--- config.mk ---
export PLATFORM = sky130hd
export DESIGN_NAME = seq_pattern_gen
export DESIGN_NICKNAME = d
export VERILOG_FILES = /design/src/rtl/seq_pattern_gen.sv
export SDC_FILE = /design/constraint.sdc
export NUM_CORES = 1
export LEC_CHECK = 0
export ABC_AREA = 1
export CORE_UTILIZATION = 40
export CTS_CLUSTER_SIZE = 28
export DETAILED_ROUTE_END_ITERATION = 6
export GPL_ROUTABILITY_DRIVEN = 0
export GPL_TIMING_DRIVEN = 0
export PLACE_DENSITY_LB_ADDON = 0.15
export RECOVER_POWER = 100
export SLEW_MARGIN = 20
export SYNTH_ARGS = -nofsm -noshare
export SYNTH_HDL_FRONTEND = slang
export SYNTH_SLANG_ARGS = --single-unit
--- constraint.sdc ---
create_clock -name clk -period 4.2 [get_ports clk]
set_clock_uncertainty 0.2 [all_clocks]
set_input_delay 0.84 -clock clk [delete_from_list [all_inputs] [get_ports clk]]
set_output_delay 0.84 -clock clk [all_outputs]
set_load 0.1 [all_outputs]
--- src/rtl/seq_pattern_gen.sv ---
// Serial pattern transmitter: one-entry holding buffer feeding an MSB-first
// shifter that repeats each pattern reps+1 times and pulses done at job end.
module seq_pattern_gen #(
    parameter int WIDTH = 8,
    parameter int CW    = 4
) (
    input  logic             clk,
    input  logic             rst,
    input  logic             load_i,
    input  logic [WIDTH-1:0] din_i,
    input  logic [CW-1:0]    nbits_i,
    input  logic [CW-1:0]    reps_i,
    output logic             ready_o,
    output logic             x_o,
    output logic             xvalid_o,
    output logic             done_o
);

    typedef enum logic {
        IDLE  = 1'b0,
        SHIFT = 1'b1
    } state_e;

    state_e           state_q;
    logic             hold_full_q;
    logic [WIDTH-1:0] hold_pat_q;
    logic [CW-1:0]    hold_nb_q;
    logic [CW-1:0]    hold_reps_q;
    logic [WIDTH-1:0] pat_q;
    logic [WIDTH-1:0] sh_q;
    logic [CW-1:0]    nb_q;
    logic [CW-1:0]    cnt_q;
    logic [CW-1:0]    rep_q;
    logic             done_q;

    logic [CW-1:0]    nb_eff;
    logic [WIDTH-1:0] din_aligned;
    logic             accept;
    logic             last_bit;
    logic             take;

    always_comb begin
        nb_eff = nbits_i;
        if (nbits_i == '0 || nbits_i > CW'(WIDTH)) nb_eff = CW'(WIDTH);
    end

    // Patterns are stored left-aligned so the shifter always emits bit WIDTH-1.
    assign din_aligned = din_i << (CW'(WIDTH) - nb_eff);
    assign accept      = load_i && !hold_full_q;
    assign last_bit    = (cnt_q == '0) && (rep_q == '0);
    assign take        = hold_full_q && (state_q == IDLE || last_bit);

    always_ff @(posedge clk or posedge rst) begin
        if (rst) begin
            state_q     <= IDLE;
            hold_full_q <= 1'b0;
            hold_pat_q  <= '0;
            hold_nb_q   <= '0;
            hold_reps_q <= '0;
            pat_q       <= '0;
            sh_q        <= '0;
            nb_q        <= '0;
            cnt_q       <= '0;
            rep_q       <= '0;
            done_q      <= 1'b0;
        end else begin
            done_q <= 1'b0;
            if (accept) begin
                hold_full_q <= 1'b1;
                hold_pat_q  <= din_aligned;
                hold_nb_q   <= nb_eff;
                hold_reps_q <= reps_i;
            end
            if (state_q == SHIFT && last_bit) done_q <= 1'b1;
            if (take) begin
                hold_full_q <= 1'b0;
                pat_q       <= hold_pat_q;
                sh_q        <= hold_pat_q;
                nb_q        <= hold_nb_q;
                cnt_q       <= hold_nb_q - CW'(1);
                rep_q       <= hold_reps_q;
                state_q     <= SHIFT;
            end else if (state_q == SHIFT) begin
                if (cnt_q != '0) begin
                    sh_q  <= sh_q << 1;
                    cnt_q <= cnt_q - CW'(1);
                end else if (rep_q != '0) begin
                    rep_q <= rep_q - CW'(1);
                    sh_q  <= pat_q;
                    cnt_q <= nb_q - CW'(1);
                end else begin
                    state_q <= IDLE;
                    sh_q    <= '0;
                end
            end
        end
    end

    assign ready_o  = !hold_full_q;
    assign xvalid_o = (state_q == SHIFT);
    assign x_o      = xvalid_o & sh_q[WIDTH-1];
    assign done_o   = done_q;

endmodule

; ---- After elaboration in Yosys (flattened, before gate mapping)
; Index checks and enable logic that the tools add are counted.
[word_totals]
reg_bits = 47
input_bits = 19
wordCells = 59
[op_classes]
n_addsub = 5
order_cmp = 1
n_eq_ne = 1
shift = 1
mux = 20
bitwise = 2
n_reduce_logical = 18
[ops]
columns = operator, n
row1 = $mux 4, 9
row2 = $mux 8, 4
row3 = $sub 4x1->4 const B, 4
row4 = $logic_not 4->1, 3
row5 = $reduce_bool 4->1, 2
row6 = $shl 8x4->8, 1
row7 = $mux 1, 7
row8 = $reduce_bool 2->1, 3
row9 = $gt 4x4->1 const B, 1
row10 = $logic_and 1x1->1, 4
row11 = $sub 4x4->4 const A, 1
row12 = $reduce_and 3->1, 1
row13 = $reduce_bool 3->1, 1
row14 = $logic_or 1x1->1, 2
row15 = $ne 2x2->1 const B, 1
row16 = $reduce_and 2->1, 1
row17 = $and 1x1->1, 1
row18 = $logic_not 1->1, 1
row19 = $not 1->1, 1

; ---- Longest topological paths before layout
; Gate-level depths: netlist of the first run.
[logic_depth]
word_depth = 6
depth_mapped = 12
mapped_depth_nobuf = 12

; ---- Worst setup path after synthesis of the first run
; Ideal clock, no wire load.
[synth_timing]
kind = flip-flop to output port
start = register state_q, in the netlist xvalid_o
end = output port x_o
arrival_ns = 1.726
required_time_ns = 3.160
path_slack_ns = 1.434
path_stages_with_launch = 3
path_cell_list = dfrtp_1 > nand2_1 > inv_1
[synth_via]
elab_chain_len = 1
[synth_lines]
columns = item, line
row1 = from (decl), 24  ; state_e state_q;
row2 = from (signal assigned), 55  ; state_q <= IDLE;
row3 = from (signal assigned), 82  ; state_q <= SHIFT;
row4 = from (signal assigned), 92  ; state_q <= IDLE;
row5 = $and 1x1->1, 101  ; assign x_o = xvalid_o & sh_q[WIDTH-1];
row6 = to (decl), 14  ; output logic x_o,
; No other way between the ends.

; ---- Worst setup path after layout of the first run
[layout_timing]
start = register hold_full_q
end = output port ready_o
[layout_via]
elab_chain_len = 1
[layout_lines]
columns = item, line
row1 = from (decl), 25  ; logic hold_full_q;
row2 = from (signal assigned), 56  ; hold_full_q <= 1'b0;
row3 = from (signal assigned), 69  ; hold_full_q <= 1'b1;
row4 = from (signal assigned), 76  ; hold_full_q <= 1'b0;
row5 = $logic_not 1->1, 99  ; assign ready_o = !hold_full_q;
row6 = to (decl), 13  ; output logic ready_o,
; No other way between the ends.

==> results of run 1 <==
## cell type report
cell class              instances  area (um2)
fillers                       580        2860
inverters                      42         158
well taps                      72        90.1
clock buffers                   6        82.6
multi-input cells             191         927
flip-flops and latches         47        1180
clock inverters                 2        35.0
plain buffers                   7        26.3
repair buffers                 23         224
## sequential cells by signal (all words and copies together), names as in the netlist
name	cells
hold_nb_q	4
sh_q	8
nb_q	4
pat_q	8
xvalid_o	1
hold_pat_q	8
done_o	1
rep_q	4
hold_full_q	1
cnt_q	4
hold_reps_q	4
## power by group
| part | total, mW | switching, mW | internal (mW) | leakage [nW] |
|---|---|---|---|---|
| clock | 0.346 | 0.153 | 0.193 | 0.0612 |
| combinational | 0.538 | 0.339 | 0.199 | 0.652 |
| sequential | 0.710 | 0.0707 | 0.640 | 0.583 |
## worst max-delay path by stage
stage | to | cells after the start
finish | ready_o | 3
global route | nb_q[3] | 3
CTS | ready_o | 3
detailed placement | hold_pat_q[7] | 9
global placement | hold_pat_q[7] | 9
floorplan | x_o | 2
## cell families (layout without fill, tap and decap cells)
family,after synthesis,after routing,share of synthesized area (%)
compound gates,82,82,20.0
flops,47,47,50.3
simple gates,103,103,18.3
buf+inv,49,80,8.57
fa+ha+maj,3,3,1.61
xor+xnor,3,3,1.13
## per-stage QoR
step,setup slack [ns],area (um2),utilization [%],power (mW),cells
after detailed placement,0.916,2670,47.8,1.29,382
after CTS,0.956,2780,49.9,1.63,390
after global placement,0.959,2650,47.5,1.28,381
after global routing,0.692,2720,48.8,1.73,390
after floorplan,1.43,2340,-,1.15,287
final,0.924,2720,48.8,1.59,390
## placed cells by master (no fill, tap or decap), types with 3 or more instances in the layout
cell type	n
o21bai_1	3
dlygate4sd3_1	7
clkbuf_8	6
clkbuf_1	8
a21oi_1	20
ha_1	3
nor2_1	15
nand3_1	19
clkdlybuf4s50_1	15
inv_1	41
dfrtp_1	47
nand2_1	65
o21ai_0	50
o22ai_1	5
## synthesized netlist by cell type (all sizes together) (2+ instances only)
| master | instances | area (um2) |
|---|---|---|
| buf | 4 | 31.3 |
| ha | 3 | 37.5 |
| nor2 | 15 | 58.8 |
| nand2 | 67 | 262 |
| inv | 41 | 154 |
| o21bai | 3 | 22.5 |
| clkbuf | 3 | 11.3 |
| dfrtp | 47 | 1180 |
| o221ai | 2 | 17.5 |
| nand3 | 19 | 95.1 |
| a21oi | 20 | 100 |
| o22ai | 5 | 31.3 |
| xor2 | 2 | 17.5 |
| o21ai | 50 | 280 |
## per-layer routing
metal,vias up,global-route usage (%),share of wire (%)
met5,-,0,0
met4,0,5.56,1.6
met3,7,3.60,4.0
met2,42,27.1,43
met1,861,23.9,52
li1,1008,-,-
## critical path, stage by stage, from the launching register on
cell and delay, ns:
dfrtp_1 0.36, clkbuf_1 0.20, inv_1 0.16, dlygate4sd3_1 1.22
==> flow_summary_export.csv, run 1 <==
group,metric,value,unit
global_route,antenna_found_initial,0,
floorplan,core-area,0.00557,mm2
setup_path,worstSetupEndpointType,"output port",
timing,slew_violations,0,
min_path,hp-start,"hold_reps_q[1]",
setup_path,crit_required,3.16,ns
clock_tree,cts_resized,0,
min_path,holdCritPathClass,"reg -> reg",
floorplan,die_x,78.4,um
clock_tree,clk_pin_slew_worst_paths,0.09,ns
yosys,synth_area,0.00234,mm2
timing,hold-worst-slack,0.279,ns
timing,relSlewSlack,7.73,%
yosys,async_reset_ff_share,100,%
drt,drc,0,
yosys,avgSynthCellArea,8.14,um2
final_layout,syn2layout_area_growth,16.4,%
setup_path,ff2ff_path_depth,9,
floorplan,fp.dieH,78.4,um
drt,drt_iter0_markers,75,
yosys,yosysUniqueCellTypes,28,
yosys,yosysWarnings,0,
power_and_ir_drop,powerDensity,586,mW/mm2
drt,vias,1918,
placement,dp_hpwl,3490,um
clock_tree,cts_tree,"built",
timing,setup_viol,0,
setup_path,crit_path_max_fanout,7,
yosys,synth_edf_count,0,
drt,drtPass1Iterations,4,
clock_tree,clock_path_buffers,2,
setup_path,critical_path_class,"reg -> out",
yosys,synth_nets,309,
setup_path,cp-start-kind,"register",
global_route,grt_pass1_wl,8350,um
setup_path,rr_startpoint,"rep_q[0]",
drt,drtAntennaViolNets,0,
yosys,ys_seq_area_share,50.3,%
power_and_ir_drop,ir_drop,0.243,mV
drt,drt_wl_total,4630,um
timing,rsz0062_at_grt,"no",
final_layout,diodes,0,
yosys,synth_cells,287,
clock_tree,clock_latency,0.30,ns
final_layout,layout-drive-gt1-share,3.14,%
drt,routedWlPerCell,11.9,um
setup_path,worstPathArrival,2.24,ns
status,status,"finished, final reports clean",
clock_tree,cts_made_buffers,5,
timing,hold_viol,0,
global_route,grtUsageTotal,17.3,%
setup_path,reg2reg_slack,1.43,ns
timing,period_needed,3.28,ns
drt,via_per_inst,4.92,
setup_path,r2r-end,"sh_q[6]",
clock_tree,htree_levels,2,
min_path,hold_depth,2,
floorplan,ios,23,
yosys,synth_ff_type,"dfrtp_1",
clock_tree,post_cts_buffers,0,
placement,portBuffers,22,
yosys,ys_ff_latch,47,
clock_tree,postCtsHoldBufs,0,
global_route,grt_pass1_vias,1816,
floorplan,dieArea,0.00615,mm2
timing,fmax,0.305,GHz
setup_path,critPathLaunch,"hold_full_q",
clock_tree,cts_sinks,47,
global_route,grt_max_degree,27,
floorplan,initial_utilization,41.9,%
run,max-cap-violations,0,
min_path,hold_end,"hold_reps_q[1]",
floorplan,rows,27,
power_and_ir_drop,p_leak,1.30,nW
timing,period_share,78.0,%
timing,tns,0,ns
timing,worst_slew_pin_slew,1.38,ns
clock_tree,cts-root-buf,"clkbuf_8",
global_route,grt.overflow.total,0,
final_layout,nets,339,
(Power assumes the default switching activity.)
==> inputs of run 2 (changes only) <==
==> constraint.sdc (replaced) <==
create_clock -name clk -period 2.8 [get_ports clk]
set_clock_uncertainty 0.2 [all_clocks]
set_input_delay 0.56 -clock clk [delete_from_list [all_inputs] [get_ports clk]]
set_output_delay 0.56 -clock clk [all_outputs]
set_load 0.1 [all_outputs]
==> run 2 against run 1 <==
Sequential power grew 49%; worst hold slack lost 0.00081 ns; first-iteration DRC count shrank 4.0%; count of clock-buffer cells in the layout is the same; via count shrank 1.0%; combinational power grew 50%; wire length grew 0.80%; setup slack lost 0.74 ns; global-route usage is the same; register-to-register slack lost 1.0 ns.
==> flow_summary_export.csv, run 2 (synthesized netlist as in run 1, its figures left out) <==
group,metric,value,unit
timing,relSlewSlack,23.1,%
timing,period_share,93.4,%
setup_path,path_cells,"clkbuf_1, inv_1, clkbuf_1",
power_and_ir_drop,p_leak,1.29,nW
global_route,grt_pass1_vias,1816,
setup_path,cpMostUsedCell,"clkbuf_1",
run,max-cap-violations,0,
floorplan,dieArea,0.00615,mm2
status,status,"finished, final reports clean",
timing,tns,0,ns
clock_tree,cts_sinks,47,
setup_path,critPathSlowestCell,"clkbuf_1",
timing,rsz0062_at_grt,"no",
final_layout,nets,339,
placement,dp_hpwl,3490,um
floorplan,die_x,78.4,um
clock_tree,cts_made_buffers,5,
clock_tree,cts_tree,"built",
drt,routedWlPerCell,12.0,um
global_route,grt_pass1_wl,8350,um
final_layout,diodes,0,
power_and_ir_drop,ir_drop,0.362,mV
final_layout,fill_cells,586,
clock_tree,clk_pin_slew_worst_paths,0.08,ns
drt,drc,0,
drt,via_per_inst,4.87,
setup_path,crit_required,2.04,ns
min_path,holdCritPathClass,"reg -> reg",
timing,setup_viol,0,
final_layout,register_area,0.00118,mm2
setup_path,cp-start-kind,"register",
final_layout,reg.largest.list,"hold_pat_q: 8 flops, pat_q: 8 flops, sh_q: 8 flops",
timing,period_needed,2.62,ns
floorplan,rows,27,
final_layout,final_common_cell,"nand2_1",
timing,fmax,0.382,GHz
setup_path,crit_path_max_fanout,7,
drt,drtAntennaViolNets,0,
floorplan,core-area,0.00557,mm2
final_layout,layout-drive-gt1-share,4.09,%
clock_tree,cts-root-buf,"clkbuf_8",
setup_path,slowest_delay,0.87,ns
floorplan,fp.dieH,78.4,um
final_layout,layout_common_cells,"nand2_1, o21ai_0, dfrtp_1",
setup_path,critical_path_class,"reg -> out",
final_layout,multi_input_area,931,um2
drt,vias,1898,
clock_tree,htree_levels,2,
timing,hold-worst-slack,0.279,ns
setup_path,worstSetupEndpointType,"output port",
floorplan,initial_utilization,41.9,%
setup_path,worstPathArrival,1.86,ns
drt,drt_iter0_markers,72,
floorplan,ios,23,
timing,worst_slew_pin_slew,1.16,ns
global_route,grtUsageTotal,17.3,%
clock_tree,clock_latency,0.30,ns
global_route,grt_max_degree,27,
final_layout,syn2layout_area_growth,16.0,%
clock_tree,post_cts_buffers,0,
timing,hold_viol,0,
global_route,antenna_found_initial,0,
placement,portBuffers,22,
power_and_ir_drop,powerDensity,881,mW/mm2
clock_tree,clock_path_buffers,2,
global_route,grt.overflow.total,0,
drt,drtPass1Iterations,4,
timing,slew_violations,0,
clock_tree,postCtsHoldBufs,0,
drt,drt_wl_total,4670,um
==> run 2: changes by cell type in the layout (fill, tap and decap cells not counted), sizes merged <==
cell           before  now
dlygate4sd3         7    3
clkbuf             14   17
clkdlybuf4s50      15   16
clkinv              2    1
clkinvlp            0    1
==> run 2: worst paths after layout <==
path                           startpoint              to  slack, ns  cells past startpoint
setup / recovery              hold_full_q         ready_o       0.18                      3
hold / removal             hold_reps_q[0]  hold_reps_q[0]       0.28                      2
setup reg to reg                 rep_q[0]         sh_q[6]       0.40                      9
hold reg to reg            hold_reps_q[0]  hold_reps_q[0]       0.28                      2
max in group asynchronous             rst    hold_nb_q[0]       0.62                      3
min in group asynchronous             rst         sh_q[2]       0.66                      2
==> run 2: final cells by class <==
cell class                      count  share of cell area [%]
Buffer                              7                    1.02
Clock buffer                        6                    3.05
Clock inverter                      2                    1.29
Inverter                           42                    5.96
Multi-Input combinational cell    191                    34.3
Sequential cell                    47                    43.4
Tap cell                           72                    3.32
Timing Repair Buffer               23                    7.62
==> run 2: per-layer routing <==
metal  global-route usage [%]  part of all wire (%)  vias to the layer above
met1                     23.9                    53                      851
met5                        0                     0                        -
met2                     27.1                    42                       35
li1                         -                     -                     1005
met4                     5.56                   1.5                        0
met3                     3.60                   3.4                        7
==> run 2: where the power goes <==
group	switching, mW	total, mW	internal, mW
logic	0.513	0.805	0.292
registers	0.105	1.06	0.960
clock network	0.227	0.516	0.289
total	0.846	2.39	1.54
==> run 2: critical path, delay by kind of cell (launching register included) <==
kind | cells | cell delay [ns]
flops | 1 | 0.36
buf+inv | 3 | 1.19
==> run 2: per-stage QoR <==
stage	std cells	instance area, um2	power, mW	setup slack [ns]	utilization, %
CTS	390	2780	2.45	0.116	49.9
global route	390	2710	2.59	0.0254	48.6
floorplan	287	2340	1.73	0.314	-
detailed placement	382	2670	1.93	-0.204	47.8
finish	390	2710	2.39	0.185	48.6
global placement	381	2650	1.91	-0.161	47.5
==> run 2: what timing repair did <==
item                       4_1_cts  5_1_grt
hold endpoints to repair         0        0
gates resized for setup          3        4
setup endpoints to repair        3        6
